[src/rtl/mem_access_if.sv]
// Data-memory req/ack bus between the memory-access stage and data memory.
// Master drives the request side; slave returns read data and ack.
interface mem_access_if;
  logic        dmem_req;
  logic        dmem_we;
  logic [31:0] dmem_addr;
  logic [31:0] dmem_wdata;
  logic [3:0]  dmem_be;
  logic [31:0] dmem_rdata;
  logic        dmem_ack;

  modport master (
    output dmem_req,
    output dmem_we,
    output dmem_addr,
    output dmem_wdata,
    output dmem_be,
    input  dmem_rdata,
    input  dmem_ack
  );

  modport slave (
    input  dmem_req,
    input  dmem_we,
    input  dmem_addr,
    input  dmem_wdata,
    input  dmem_be,
    output dmem_rdata,
    output dmem_ack
  );
endinterface

[src/rtl/mem_access.sv]
// Memory-access stage of the 5-stage RISC-V pipeline.
// Issues loads/stores on a req/ack bus with byte-lane steering, load
// extension and misalignment detection, stalls upstream while an access is
// outstanding, and registers results into MEM/WB.
// Optional feature: define MEM_TIMEOUT_EN to abort bus accesses that wait
// TIMEOUT_CYCLES cycles in WAIT without an ack (reported on bus_errW).
module mem_access #(
  parameter int unsigned TIMEOUT_CYCLES = 16
) (
  input  logic                clk,
  input  logic                rst_n,
  // EX/MEM register
  input  logic                regwriteM,
  input  logic                memrwM,
  input  logic [1:0]          wbselM,
  input  logic [2:0]          funct3M,
  input  logic [31:0]         ALUresM,
  input  logic [31:0]         data_writeM,
  input  logic [4:0]          rdM,
  input  logic [31:0]         pc4M,
  // data-memory bus
  mem_access_if.master        dmem,
  // pipeline control
  output logic                stallM,
  // MEM/WB register
  output logic                regwriteW,
  output logic [1:0]          wbselW,
  output logic [4:0]          rdW,
  output logic [31:0]         ALUresW,
  output logic [31:0]         pc4W,
  output logic [31:0]         read_dataW,
  output logic                misalignW,
  output logic                bus_errW,
  output logic [31:0]         resultW
);

  typedef enum logic {
    IDLE,
    WAIT
  } state_t;

  state_t      state_q, state_d;

  logic        is_load;
  logic        store_ok;
  logic        access;
  logic        misalign;
  logic        bus_access;
  logic [1:0]  addr_off;
  logic [3:0]  store_be;
  logic [31:0] store_data;
  logic [31:0] rshift;
  logic [31:0] load_data;

  logic        req;
  logic        stall;
  logic        capture;
  logic        timeout;

  logic        regwriteW_q;
  logic [1:0]  wbselW_q;
  logic [4:0]  rdW_q;
  logic [31:0] ALUresW_q;
  logic [31:0] pc4W_q;
  logic [31:0] read_dataW_q;
  logic        misalignW_q;
  logic        bus_errW_q;

  // Decode the access type, misalignment and store lane steering.
  always_comb begin
    addr_off   = ALUresM[1:0];
    is_load    = (wbselM == 2'b01) && !memrwM;
    store_ok   = memrwM && !funct3M[2] && (funct3M[1:0] != 2'b11);
    access     = is_load || store_ok;
    misalign   = access &&
                 (((funct3M[1:0] == 2'b01) && addr_off[0]) ||
                  ((funct3M == 3'b010) && (addr_off != 2'b00)));
    bus_access = access && !misalign;
    store_be   = 4'b0000;
    store_data = data_writeM;
    unique case (funct3M[1:0])
      2'b00: begin
        store_be   = 4'b0001 << addr_off;
        store_data = {4{data_writeM[7:0]}};
      end
      2'b01: begin
        store_be   = 4'b0011 << addr_off;
        store_data = {2{data_writeM[15:0]}};
      end
      2'b10: begin
        store_be   = 4'b1111;
        store_data = data_writeM;
      end
      default: begin
        store_be   = 4'b0000;
        store_data = data_writeM;
      end
    endcase
  end

  // Extract and extend the addressed byte/half/word of the read data.
  always_comb begin
    rshift    = dmem.dmem_rdata >> {addr_off, 3'b000};
    load_data = '0;
    unique case (funct3M)
      3'b000:  load_data = {{24{rshift[7]}}, rshift[7:0]};
      3'b001:  load_data = {{16{rshift[15]}}, rshift[15:0]};
      3'b010:  load_data = dmem.dmem_rdata;
      3'b100:  load_data = {24'h000000, rshift[7:0]};
      3'b101:  load_data = {16'h0000, rshift[15:0]};
      default: load_data = '0;
    endcase
  end

`ifdef MEM_TIMEOUT_EN
  logic [15:0] wait_cnt_q, wait_cnt_d;

  // Fires on the last allowed WAIT cycle; a same-cycle ack takes priority.
  assign timeout = (state_q == WAIT) && !dmem.dmem_ack &&
                   (wait_cnt_q == 16'(TIMEOUT_CYCLES - 1));

  // Wait counter advances while the FSM stays in WAIT, clears otherwise.
  always_comb begin
    wait_cnt_d = '0;
    if ((state_q == WAIT) && (state_d == WAIT)) begin
      wait_cnt_d = wait_cnt_q + 16'd1;
    end
  end

  // Wait counter register.
  always_ff @(posedge clk or negedge rst_n) begin
    if (!rst_n) begin
      wait_cnt_q <= '0;
    end else begin
      wait_cnt_q <= wait_cnt_d;
    end
  end
`else
  assign timeout = 1'b0;

  // The timeout length only matters when the abort logic is built in.
  if (TIMEOUT_CYCLES == 0) begin : g_no_timeout
  end
`endif

  // FSM state register.
  always_ff @(posedge clk or negedge rst_n) begin
    if (!rst_n) begin
      state_q <= IDLE;
    end else begin
      state_q <= state_d;
    end
  end

  // Next state, bus request, stall and MEM/WB capture enable.
  always_comb begin
    state_d = state_q;
    req     = 1'b0;
    stall   = 1'b0;
    capture = 1'b1;
    unique case (state_q)
      IDLE: begin
        if (bus_access) begin
          req = 1'b1;
          if (!dmem.dmem_ack) begin
            state_d = WAIT;
            stall   = 1'b1;
            capture = 1'b0;
          end
        end
      end
      WAIT: begin
        req = 1'b1;
        if (dmem.dmem_ack || timeout) begin
          state_d = IDLE;
        end else begin
          stall   = 1'b1;
          capture = 1'b0;
        end
      end
      default: state_d = IDLE;
    endcase
    // Request and stall drop the moment reset asserts, not at the next edge.
    if (!rst_n) begin
      req   = 1'b0;
      stall = 1'b0;
    end
  end

  assign dmem.dmem_req   = req;
  assign dmem.dmem_we    = req && memrwM;
  assign dmem.dmem_addr  = {ALUresM[31:2], 2'b00};
  assign dmem.dmem_wdata = store_data;
  assign dmem.dmem_be    = store_ok ? store_be : 4'b0000;
  assign stallM          = stall;

  // MEM/WB register: capture on completion, bubble while stalled.
  always_ff @(posedge clk or negedge rst_n) begin
    if (!rst_n) begin
      regwriteW_q  <= 1'b0;
      wbselW_q     <= '0;
      rdW_q        <= '0;
      ALUresW_q    <= '0;
      pc4W_q       <= '0;
      read_dataW_q <= '0;
      misalignW_q  <= 1'b0;
      bus_errW_q   <= 1'b0;
    end else if (capture) begin
      regwriteW_q  <= regwriteM && !misalign && !timeout;
      wbselW_q     <= wbselM;
      rdW_q        <= rdM;
      ALUresW_q    <= ALUresM;
      pc4W_q       <= pc4M;
      read_dataW_q <= load_data;
      misalignW_q  <= misalign;
      bus_errW_q   <= timeout;
    end else begin
      regwriteW_q  <= 1'b0;
      rdW_q        <= '0;
    end
  end

  // Writeback result select.
  always_comb begin
    unique case (wbselW_q)
      2'b01:   resultW = read_dataW_q;
      2'b10:   resultW = pc4W_q;
      default: resultW = ALUresW_q;
    endcase
  end

  assign regwriteW  = regwriteW_q;
  assign wbselW     = wbselW_q;
  assign rdW        = rdW_q;
  assign ALUresW    = ALUresW_q;
  assign pc4W       = pc4W_q;
  assign read_dataW = read_dataW_q;
  assign misalignW  = misalignW_q;
  assign bus_errW   = bus_errW_q;

endmodule

[src/flat_wrapper.sv]
// flat-port wrapper written by rule: the top's interface ports become plain ports
module mem_access_flat 
#(
  parameter int unsigned TIMEOUT_CYCLES = 16
)
  (clk, rst_n, regwriteM, memrwM, wbselM, funct3M, ALUresM, data_writeM, rdM, pc4M, stallM, regwriteW, wbselW, rdW, ALUresW, pc4W, read_dataW, misalignW, bus_errW, resultW, dmem_dmem_req, dmem_dmem_we, dmem_dmem_addr, dmem_dmem_wdata, dmem_dmem_be, dmem_dmem_rdata, dmem_dmem_ack);
  mem_access_if dmem_i ();
  input  logic clk;
  input  logic rst_n;
  input  logic regwriteM;
  input  logic memrwM;
  input  logic [1:0] wbselM;
  input  logic [2:0] funct3M;
  input  logic [31:0] ALUresM;
  input  logic [31:0] data_writeM;
  input  logic [4:0] rdM;
  input  logic [31:0] pc4M;
  output logic stallM;
  output logic regwriteW;
  output logic [1:0] wbselW;
  output logic [4:0] rdW;
  output logic [31:0] ALUresW;
  output logic [31:0] pc4W;
  output logic [31:0] read_dataW;
  output logic misalignW;
  output logic bus_errW;
  output logic [31:0] resultW;
  output wire logic [$bits(dmem_i.dmem_req)-1:0] dmem_dmem_req;
  output wire logic [$bits(dmem_i.dmem_we)-1:0] dmem_dmem_we;
  output wire logic [$bits(dmem_i.dmem_addr)-1:0] dmem_dmem_addr;
  output wire logic [$bits(dmem_i.dmem_wdata)-1:0] dmem_dmem_wdata;
  output wire logic [$bits(dmem_i.dmem_be)-1:0] dmem_dmem_be;
  input wire logic [$bits(dmem_i.dmem_rdata)-1:0] dmem_dmem_rdata;
  input wire logic [$bits(dmem_i.dmem_ack)-1:0] dmem_dmem_ack;
  assign dmem_dmem_req = dmem_i.dmem_req;
  assign dmem_dmem_we = dmem_i.dmem_we;
  assign dmem_dmem_addr = dmem_i.dmem_addr;
  assign dmem_dmem_wdata = dmem_i.dmem_wdata;
  assign dmem_dmem_be = dmem_i.dmem_be;
  assign dmem_i.dmem_rdata = dmem_dmem_rdata;
  assign dmem_i.dmem_ack = dmem_dmem_ack;
  mem_access #(.TIMEOUT_CYCLES(TIMEOUT_CYCLES)) u_core (.clk(clk), .rst_n(rst_n), .regwriteM(regwriteM), .memrwM(memrwM), .wbselM(wbselM), .funct3M(funct3M), .ALUresM(ALUresM), .data_writeM(data_writeM), .rdM(rdM), .pc4M(pc4M), .dmem(dmem_i), .stallM(stallM), .regwriteW(regwriteW), .wbselW(wbselW), .rdW(rdW), .ALUresW(ALUresW), .pc4W(pc4W), .read_dataW(read_dataW), .misalignW(misalignW), .bus_errW(bus_errW), .resultW(resultW));
endmodule
[config.mk]
export PLATFORM = sky130hd
export DESIGN_NAME = mem_access_flat
export DESIGN_NICKNAME = d
export VERILOG_FILES = /design/src/rtl/mem_access_if.sv /design/src/rtl/mem_access.sv /design/src/flat_wrapper.sv
export SDC_FILE = /design/constraint.sdc
export NUM_CORES = 1
export LEC_CHECK = 0
export ABC_AREA = 0
export BUFFER_PORTS_ARGS = -buffer_cell sky130_fd_sc_hd__buf_4
export CELL_PAD_IN_SITES_DETAIL_PLACEMENT = 1
export CELL_PAD_IN_SITES_GLOBAL_PLACEMENT = 1
export CORE_MARGIN = 2
export CORE_UTILIZATION = 33
export DETAILED_ROUTE_END_ITERATION = 12
export GPL_TIMING_DRIVEN = 0
export HOLD_SLACK_MARGIN = 0.06
export PLACE_DENSITY_LB_ADDON = 0.1
export SYNTH_ARGS = -nofsm -noshare
export SYNTH_HDL_FRONTEND = slang
export SYNTH_SLANG_ARGS = --single-unit
[constraint.sdc]
create_clock -name clk -period 1.8 [get_ports clk]
set_input_delay 0.18 -clock clk [delete_from_list [all_inputs] [get_ports clk]]
set_output_delay 0.18 -clock clk [all_outputs]
set_load 0.01 [all_outputs]
==> impl_metrics.env, run 1 <==
export IMPL_status="finished with violations"
export IMPL_violations="hold timing, setup timing"
export IMPL_reg2regPathDepth=5
export IMPL_critical_path_endpoint="resultW[28]"
export IMPL_netlist_instances=569
export IMPL_synth_top_flop_cell="dfrtp_1"
export IMPL_drc=0
export IMPL_totalWireLength_um=26610
export IMPL_ys_seq_elements=106
export IMPL_dp_hpwl_um=19440
export IMPL_grt_antenna_before_repair=0
export IMPL_die_w_um=142.3
export IMPL_initial_core_util=0.3364
export IMPL_rsz0062_at_grt="true"
export IMPL_tightest_slew_ns=0.8961
export IMPL_num_vias=6151
export IMPL_grt_ovfl_total=0
export IMPL_die_area_mm2=0.02026
export IMPL_grt_max_degree=108
export IMPL_clockBufferDepth=2
export IMPL_hold_violations=73
export IMPL_vias_per_cell=5.001
export IMPL_fmax_mhz=522.0
export IMPL_finalSetupTns_ns=-2.155
export IMPL_grt_pass1_vias=6595
export IMPL_skew_ns=0.005656
export IMPL_drv_cap=0
export IMPL_pwr_density_cell_mw_per_mm2=772.5
export IMPL_drtAntennaViolNets=0
export IMPL_cts_inserted_buffers=9
export IMPL_root_buffer="clkbuf_16"
export IMPL_r2r_end="u_core.ALUresW[11]"
export IMPL_yosysWarningCount=0
export IMPL_worstSetupStartpointType="flop"
export IMPL_hp_class="in -> async"
export IMPL_area_growth_syn_to_layout_pct=70.99
export IMPL_period_share=1.064
export IMPL_yosysSeqAreaShare=0.4201
export IMPL_rr_startpoint="u_core.state_q"
export IMPL_crit_type="reg -> out"
export IMPL_placementRows=50
export IMPL_clk_latency_ns=0.35
export IMPL_cts_tree="done"
export IMPL_slew_viol_final=0
export IMPL_cp_required_ns=1.62
export IMPL_path_clk_slew_ns=0.07
export IMPL_async_reset_ff_frac=1.000
export IMPL_crit_path_max_fanout=7
export IMPL_placed_cells=1153
export IMPL_post_drt_wl_per_cell_um=21.63
export IMPL_htree_levels=3
export IMPL_startpoint="u_core.wbselW[1]"
export IMPL_grt_usage=0.2549
export IMPL_port_buffers=348
export IMPL_drive_gt1_frac=0.6476
export IMPL_place_congestion=0.8779
export IMPL_grt_first_pass_wirelength_um=38990
export IMPL_finalWorstSetupSlack_ns=-0.1157
export IMPL_core_area_mm2=0.01877
export IMPL_synth_avg_cell_area_um2=11.10
export IMPL_leakage_nw=5.306
export IMPL_setup_viol=32
export IMPL_holdWs_ns=-0.07594
export IMPL_synth_area_mm2=0.006314
export IMPL_io_pins=352
export IMPL_firstDrtPassIters=4
export IMPL_cts_sinks=106
export IMPL_num_nets_final=1136
export IMPL_yosys_cell_types_count=40
export IMPL_first_iter_violations=179
export IMPL_arrival_ns=1.74
export IMPL_die_y_um=142.3
export IMPL_crit_path_end_kind="primary output"
export IMPL_period_needed_ns=1.916
export IMPL_synth_enable_flop_cells=0
export IMPL_r2r_setup_slack_ns=0.31
export IMPL_finalNonFillerCells=1230
export IMPL_pre_cts_ws_ns=-0.4230
export IMPL_ir_drop_mv=0.4779
export IMPL_diodes=0
export IMPL_relSlewSlack=0.4026
==> per-layer routing <==
| layer | vias to the layer above | part of all wire | GRT usage |
|---|---|---|---|
| li1 | 2829 | - | - |
| met1 | 3055 | 0.39 | 0.3055 |
| met2 | 246 | 0.53 | 0.4683 |
| met3 | 21 | 0.063 | 0.05518 |
| met4 | 0 | 0.012 | 0.05524 |
| met5 | - | 0 | 0 |
==> area by class of cell <==
class                   instances  area [µm²]
flip-flops and latches        106        2654
multi-input cells             371        3457
plain buffers                  81       774.5
clock inverters                 6       66.31
well taps                     234       292.8
inverters                      12       45.04
fillers                      2022        7973
clock buffers                  10       229.0
repair buffers                410        3277
==> placed cells by master, fill, tap and decap left out, types with 6 or more instances in the layout <==
master	n
buf_6	14
a21o_1	11
mux2_2	28
a22oi_1	7
o2bb2ai_1	6
mux2i_1	26
clkbuf_1	6
mux2_4	75
dlygate4sd3_1	46
nor2b_1	9
nand2_2	14
buf_4	391
buf_8	9
clkbuf_2	6
clkbuf_16	17
o21ai_1	9
nand2_1	37
o21ai_0	13
nor2_1	10
o22ai_1	7
inv_1	9
a22oi_2	25
dfrtp_1	105
a21oi_1	23
nand2_4	9
o21ai_2	25
==> cells in the mapped netlist, drive strengths merged (2+ instances only) <==
cell,instances,area [µm²]
mux2i,26,260.3
dfrtp,106,2653
mux2,103,1441
o2bb2ai,6,52.55
o22ai,8,56.30
a211oi,2,15.01
and2,2,12.51
or2,2,12.51
o211ai,5,37.54
buf,60,455.4
clkbuf,22,82.58
inv,11,41.29
nor2,12,45.04
a21oi,23,115.1
a22oi,32,240.2
nand2,60,225.2
o21ai,47,239.0
o31a,5,43.79
nor2b,10,62.56
a21o,11,82.58
ha,2,25.02
nand2b,3,18.77
==> where the power goes <==
group,leakage [nW],switching [W],internal (W)
logic,3.88,0.00152,0.00187
registers,1.29,0.000285,0.00262
clock network,0.140,0.000951,0.00109
total,5.31,0.00276,0.00558
==> worst max-delay path, stage by stage, from the launching register on <==
cell       delay (ns)
dfrtp_2          0.44
ha_4             0.37
buf_8            0.16
clkbuf_16        0.16
nand2_2          0.05
o21ai_2          0.05
buf_4            0.14
==> how the worst min path moves through the flow <==
stage / from / end
after floorplan: rst_n / u_core.ALUresW[0]
after global placement: rdM[3] / u_core.rdW[3]
after detailed placement: rdM[1] / u_core.rdW[1]
after CTS: rst_n / u_core.ALUresW[8]
after global routing: rst_n / u_core.ALUresW[8]
final: rst_n / u_core.ALUresW[8]
==> kinds of logic (layout without fill, tap and decap cells) <==
| kind of cell | after synthesis | count (layout) | synth area share |
|---|---|---|---|
| adder cells (fa/ha/maj) | 2 | 2 | 0.003963 |
| AO/OA/AOI/OAI | 145 | 145 | 0.1484 |
| multiplexers | 129 | 129 | 0.2695 |
| flip-flops | 106 | 106 | 0.4201 |
| buffers and inverters | 94 | 519 | 0.09235 |
| other | 1 | 3 | 0.0005940 |
| AND/OR/NAND/NOR | 92 | 92 | 0.06500 |
==> registers in the layout, summed over array words and instances, names as in the netlist <==
name and flops:
u_core.ALUresW 32, u_core.misalignW 1, u_core.pc4W 32, u_core.rdW 5
u_core.read_dataW 32, u_core.regwriteW 1, u_core.state_q 1, u_core.wbselW 2
==> stage by stage <==
| step | total power (W) | hold WS [ns] | utilization | cell area, µm² |
|---|---|---|---|---|
| final | 0.008339 | -0.07594 | 0.5752 | 10800 |
| after global routing | 0.008695 | -0.01123 | 0.5752 | 10800 |
| after CTS | 0.008251 | 0.003501 | 0.5649 | 10600 |
| after detailed placement | 0.005631 | 0.4119 | 0.4916 | 9226 |
| after global placement | 0.005558 | 0.4059 | 0.4916 | 9226 |
| after floorplan | 0.004142 | -0.1156 | - | 6321 |
==> what timing repair did <==
item,4_1_cts,5_1_grt
hold buffers,45,1
pin swaps,21,14
setup endpoints to repair,72,136
resized for setup,144,67
setup buffers,11,3
hold endpoints to repair,151,88
cloned,6,0
No activity file was read; power rests on OpenSTA's default activity.
==> run 2: changes to the inputs <==
--- a/config.mk
+++ b/config.mk
@@ -12,9 +12,9 @@
 export CORE_MARGIN = 2
 export CORE_UTILIZATION = 33
 export DETAILED_ROUTE_END_ITERATION = 12
-export GPL_TIMING_DRIVEN = 0
 export HOLD_SLACK_MARGIN = 0.06
 export PLACE_DENSITY_LB_ADDON = 0.1
+export RECOVER_POWER = 100
 export SYNTH_ARGS = -nofsm -noshare
 export SYNTH_HDL_FRONTEND = slang
 export SYNTH_SLANG_ARGS = --single-unit
==> run 2 against run 1 <==
  * The flow finishes with violations (setup timing)
  * Maximum frequency rose by 0.92%
  * Non-clock buffer count fell by 22
  * Routed wire length fell by 2.2%
  * Utilization fell by 3.4 points
  * First-iteration DRC count rose by 16%
  * Register-to-register slack got worse by 0.05 ns
  * Largest power group unchanged
  * Setup slack improved by 0.017 ns
  * Via count fell by 1.7%
  * Power fell by 3.6%
  * Cell area fell by 5.9%
==> impl_metrics.env, run 2 (same netlist as run 1, synthesis figures left out) <==
export IMPL_clk_latency_ns=0.36
export IMPL_diodes=0
export IMPL_io_pins=352
export IMPL_grt_ovfl_total=0
export IMPL_p_int_w=0.005421
export IMPL_grt_max_degree=107
export IMPL_skew_ns=0.009220
export IMPL_pwr_share_clk=0.270
export IMPL_layout_common_cells="buf_4 (287), dfrtp_1 (105), clkbuf_1 (95), mux2_4 (75), dlygate4sd3_1 (61)"
export IMPL_drc=0
export IMPL_port_buffers=348
export IMPL_nFillCells=2075
export IMPL_clockBufferDepth=2
export IMPL_htree_levels=3
export IMPL_crit_path_max_fanout=8
export IMPL_die_area_mm2=0.02026
export IMPL_setup_viol=32
export IMPL_grt_usage=0.2429
export IMPL_period_share=1.055
export IMPL_drive_gt1_frac=0.4872
export IMPL_area_growth_syn_to_layout_pct=60.94
export IMPL_crit_type="reg -> out"
export IMPL_drv_cap=0
export IMPL_first_iter_violations=207
export IMPL_die_w_um=142.3
export IMPL_worstSetupStartpointType="flop"
export IMPL_finalWorstSetupSlack_ns=-0.09835
export IMPL_power_w=0.008036
export IMPL_vias_per_cell=5.008
export IMPL_combPwrFrac=0.369
export IMPL_p_switching_w=0.002615
export IMPL_finalInstanceArea_mm2=0.01016
export IMPL_finalSetupTns_ns=-1.668
export IMPL_cts_inserted_buffers=9
export IMPL_cts_tree="done"
export IMPL_core_area_mm2=0.01877
export IMPL_totalWireLength_um=26020
export IMPL_finalNonFillerCells=1207
export IMPL_mostFrequentLayoutCell="buf_4"
export IMPL_cts_sinks=106
export IMPL_status="finished with violations"
export IMPL_arrival_ns=1.72
export IMPL_firstDrtPassIters=5
export IMPL_initial_core_util=0.3364
export IMPL_root_buffer="clkbuf_16"
export IMPL_period_needed_ns=1.898
export IMPL_fmax_mhz=526.8
export IMPL_violations="setup timing"
export IMPL_tightest_slew_ns=1.044
export IMPL_placementRows=50
export IMPL_grt_first_pass_wirelength_um=37580
export IMPL_leakage_nw=4.769
export IMPL_drtAntennaViolNets=0
export IMPL_grt_pass1_vias=6456
export IMPL_placed_cells=1119
export IMPL_path_clk_slew_ns=0.08
export IMPL_pre_cts_ws_ns=-0.1093
export IMPL_dp_hpwl_um=18590
export IMPL_hold_violations=0
export IMPL_slew_viol_final=0
export IMPL_cp_required_ns=1.62
export IMPL_place_congestion=0.8873
export IMPL_num_nets_final=1114
export IMPL_die_y_um=142.3
export IMPL_hp_class="in -> reg"
export IMPL_ir_drop_mv=0.4637
export IMPL_pwr_share_seq=0.360
export IMPL_switching_share=0.3254
export IMPL_num_vias=6045
export IMPL_post_dp_cell_area_mm2=0.009196
export IMPL_crit_path_end_kind="primary output"
export IMPL_pwr_density_cell_mw_per_mm2=790.8
export IMPL_post_drt_wl_per_cell_um=21.56
export IMPL_grt_antenna_before_repair=0
export IMPL_rsz0062_at_grt="true"
export IMPL_relSlewSlack=0.3043
==> run 2: cell type report <==
type / count / area (µm²) / area share
tap: 234 / 292.8 / 0.02881
timing repair buffer: 469 / 3571 / 0.3514
inverter: 12 / 45.04 / 0.004433
clock inverter: 6 / 91.34 / 0.008989
clock buffer: 9 / 225.2 / 0.02216
multi-input combinational: 371 / 3282 / 0.3230
sequential: 106 / 2654 / 0.2612
==> run 2: layer usage <==
| metal | global-route usage | share of wire | wire length [µm] |
|---|---|---|---|
| met1 | 0.2880 | 0.40 | 10540 |
| met2 | 0.4411 | 0.52 | 13530 |
| met3 | 0.05316 | 0.057 | 1474 |
| met4 | 0.07035 | 0.018 | 480 |
| met5 | 0 | 0 | 0 |
==> run 2: path summary, 6_finish.rpt <==
path / depth (start not counted) / startpoint / endpoint / slack (ns)
worst min register to register: 2 / u_core.misalignW / u_core.misalignW / 0.52
worst min-delay path: 2 / rdM[4] / u_core.rdW[4] / 0.06
worst max-delay path: 6 / u_core.wbselW[1] / resultW[15] / -0.1
worst max register to register: 4 / u_core.state_q / u_core.pc4W[25] / 0.26
max in group asynchronous: 3 / rst_n / u_core.wbselW[1] / 0.28
min in group asynchronous: 3 / rst_n / u_core.ALUresW[8] / 0.71
==> run 2: power groups by stage <==
stage / Clock (W) / Combinational (W) / Sequential [W]
CTS: 0.00224 / 0.00300 / 0.00288
finish: 0.00217 / 0.00297 / 0.00290
global route: 0.00232 / 0.00316 / 0.00293
detailed placement: 0 / 0.00274 / 0.00291
floorplan: 0 / 0.00119 / 0.00295
global placement: 0 / 0.00267 / 0.00290
==> run 2: repair_timing <==
item | in CTS | in global routing
pin swaps | 4 | 8
resized for setup | 59 | 21
buffers inserted | 7 | 1
hold buffers | 61 | 0
setup endpoints to repair | 32 | 34
gates cloned | 1 | 3
hold endpoints to repair | 166 | 0
==> run 2: critical path, cell delays in order, from the launching register on <==
cell	delay, ns
dfrtp_2	0.44
inv_1	0.10
ha_4	0.23
clkbuf_16	0.21
a22oi_2	0.07
o21ai_2	0.16
buf_4	0.15
==> run 2: per-stage QoR <==
| step | util | hold slack, ns |
|---|---|---|
| 4_1_cts | 0.5518 | 0.06027 |
| 2_1_floorplan | - | -0.1156 |
| 6_report | 0.5414 | 0.06386 |
| 3_3_place_gp | 0.4900 | 0.3412 |
| 3_5_place_dp | 0.4900 | 0.3459 |
| 5_1_grt | 0.5414 | 0.06562 |
==> run 3: changes to the inputs <==
==> constraint.sdc (replaced) <==
create_clock -name clk -period 1.8 [get_ports clk]
set_input_delay 0.18 -clock clk [delete_from_list [all_inputs] [get_ports clk]]
set_output_delay 0.18 -clock clk [all_outputs]
set_load 0.1 [all_outputs]
==> run 3 against run 2 <==
  * The run still ends with setup timing left
  * Global-route usage up 1.8 points
  * Sequential share of layout area down 1.7 points
  * Final cell count is 0.50% higher
  * First-iteration DRC count increased by 4.3%
  * Critical path depth unchanged
  * Clock skew rose by 0.014 ns
  * Critical path type unchanged
==> impl_metrics.env, run 3 (same netlist as run 1, synthesis figures left out) <==
export IMPL_finalWorstSetupSlack_ns=-0.2422
export IMPL_slew_viol_final=0
export IMPL_cts_inserted_buffers=9
export IMPL_cts_tree="done"
export IMPL_drv_cap=0
export IMPL_p_switching_w=0.006565
export IMPL_io_pins=352
export IMPL_period_needed_ns=2.042
export IMPL_grt_antenna_before_repair=2
export IMPL_area_growth_syn_to_layout_pct=73.98
export IMPL_pwr_share_clk=0.173
export IMPL_leakage_nw=5.165
export IMPL_path_clk_slew_ns=0.07
export IMPL_finalSetupTns_ns=-9.405
export IMPL_rsz0062_at_grt="true"
export IMPL_relSlewSlack=0.1906
export IMPL_hold_violations=0
export IMPL_crit_path_max_fanout=5
export IMPL_drc=0
export IMPL_die_y_um=142.3
export IMPL_initial_core_util=0.3364
export IMPL_htree_levels=3
export IMPL_port_buffers=348
export IMPL_arrival_ns=1.86
export IMPL_dp_hpwl_um=18850
export IMPL_pwr_density_cell_mw_per_mm2=1135
export IMPL_period_share=1.135
export IMPL_place_congestion=0.8324
export IMPL_worstSetupStartpointType="flop"
export IMPL_drive_gt1_frac=0.6137
export IMPL_placementRows=50
export IMPL_combPwrFrac=0.592
export IMPL_switching_share=0.5267
export IMPL_grt_max_degree=107
export IMPL_post_drt_wl_per_cell_um=23.27
export IMPL_drtAntennaViolNets=0
export IMPL_grt_pass1_vias=6788
export IMPL_status="finished with violations"
export IMPL_grt_first_pass_wirelength_um=40260
export IMPL_mostFrequentLayoutCell="buf_4"
export IMPL_cts_sinks=106
export IMPL_skew_ns=0.02277
export IMPL_ir_drop_mv=0.5799
export IMPL_core_area_mm2=0.01877
export IMPL_die_area_mm2=0.02026
export IMPL_hp_class="in -> reg"
export IMPL_fmax_mhz=489.7
export IMPL_pwr_share_seq=0.234
export IMPL_vias_per_cell=5.149
export IMPL_grt_ovfl_total=0
export IMPL_cp_required_ns=1.62
export IMPL_firstDrtPassIters=4
export IMPL_p_int_w=0.005900
export IMPL_setup_viol=57
export IMPL_holdWs_ns=0.08759
export IMPL_num_nets_final=1116
export IMPL_layout_common_cells="buf_4 (188), clkbuf_2 (138), dfrtp_1 (89), dlygate4sd3_1 (65), mux2_4 (47)"
export IMPL_crit_type="reg -> out"
export IMPL_violations="setup timing"
export IMPL_tightest_slew_ns=1.219
export IMPL_num_vias=6246
export IMPL_clk_latency_ns=0.37
export IMPL_clockBufferDepth=2
export IMPL_die_w_um=142.3
export IMPL_first_iter_violations=216
export IMPL_totalWireLength_um=28230
export IMPL_crit_path_end_kind="primary output"
export IMPL_grt_usage=0.2606
export IMPL_root_buffer="clkbuf_16"
## run 3: cell type report
| cell class | instances | area [µm²] |
|---|---|---|
| Clock buffer | 9 | 225.2 |
| Multi-Input combinational cell | 371 | 3659 |
| Antenna cell | 3 | 7.507 |
| Inverter | 12 | 48.80 |
| Sequential cell | 106 | 2679 |
| Tap cell | 234 | 292.8 |
| Timing Repair Buffer | 471 | 3985 |
| Fill cell | 1979 | 7784 |
| Clock inverter | 7 | 87.58 |
## run 3: timing repair
item,4_1_cts,5_1_grt
hold endpoints to repair,168,2
resized for setup,120,25
hold buffers,63,2
endpoints found under the setup margin,33,33
buffers inserted,3,8
gates cloned,3,6
pin swaps,7,11
## run 3: stage by stage
step	total power (W)	utilization	setup WS, ns	area [µm²]	cells
after floorplan	0.008104	-	-0.2937	7071	571
after global routing	0.01282	0.5851	-0.2827	10980	1212
after detailed placement	0.009561	0.5193	0.002490	9747	1113
after CTS	0.01248	0.6011	-0.2419	11280	1195
after global placement	0.009474	0.5193	0.04612	9747	1113
final	0.01247	0.5853	-0.2422	10980	1213
## run 3: power groups by stage
stage	registers (W)	logic [W]	clock network [W]
after floorplan	0.00465	0.00346	0
after global placement	0.00292	0.00655	0
after detailed placement	0.00294	0.00663	0
after CTS	0.00290	0.00738	0.00219
after global routing	0.00295	0.00758	0.00229
final	0.00292	0.00738	0.00216
## run 3: routing by layer
metal,up-vias,GRT usage,wire (µm)
li1,2787,-,-
met1,3157,0.3086,11180
met2,259,0.4717,14620
met3,43,0.05114,1590
met4,0,0.08911,832
met5,-,0,0
## run 3: critical path, stage by stage (launching register included)
cell       delay (ns)
dfrtp_4          0.50
ha_4             0.32
buf_12           0.14
clkbuf_16        0.15
nand2_1          0.10
o21ai_4          0.09
buf_12           0.19
## run 3: final timing paths
check                                 startpoint            endpoint  slack, ns  depth (start not counted)
min in group asynchronous                  rst_n   u_core.ALUresW[4]       0.76                          3
worst min register to register    u_core.pc4W[2]      u_core.pc4W[2]       0.54                          1
max in group asynchronous                  rst_n    u_core.wbselW[1]       0.19                          3
worst max-delay path            u_core.wbselW[1]          resultW[4]      -0.24                          6
worst min-delay path                   wbselM[1]    u_core.wbselW[1]       0.09                          2
worst max register to register    u_core.state_q  u_core.ALUresW[15]      -0.12                          5
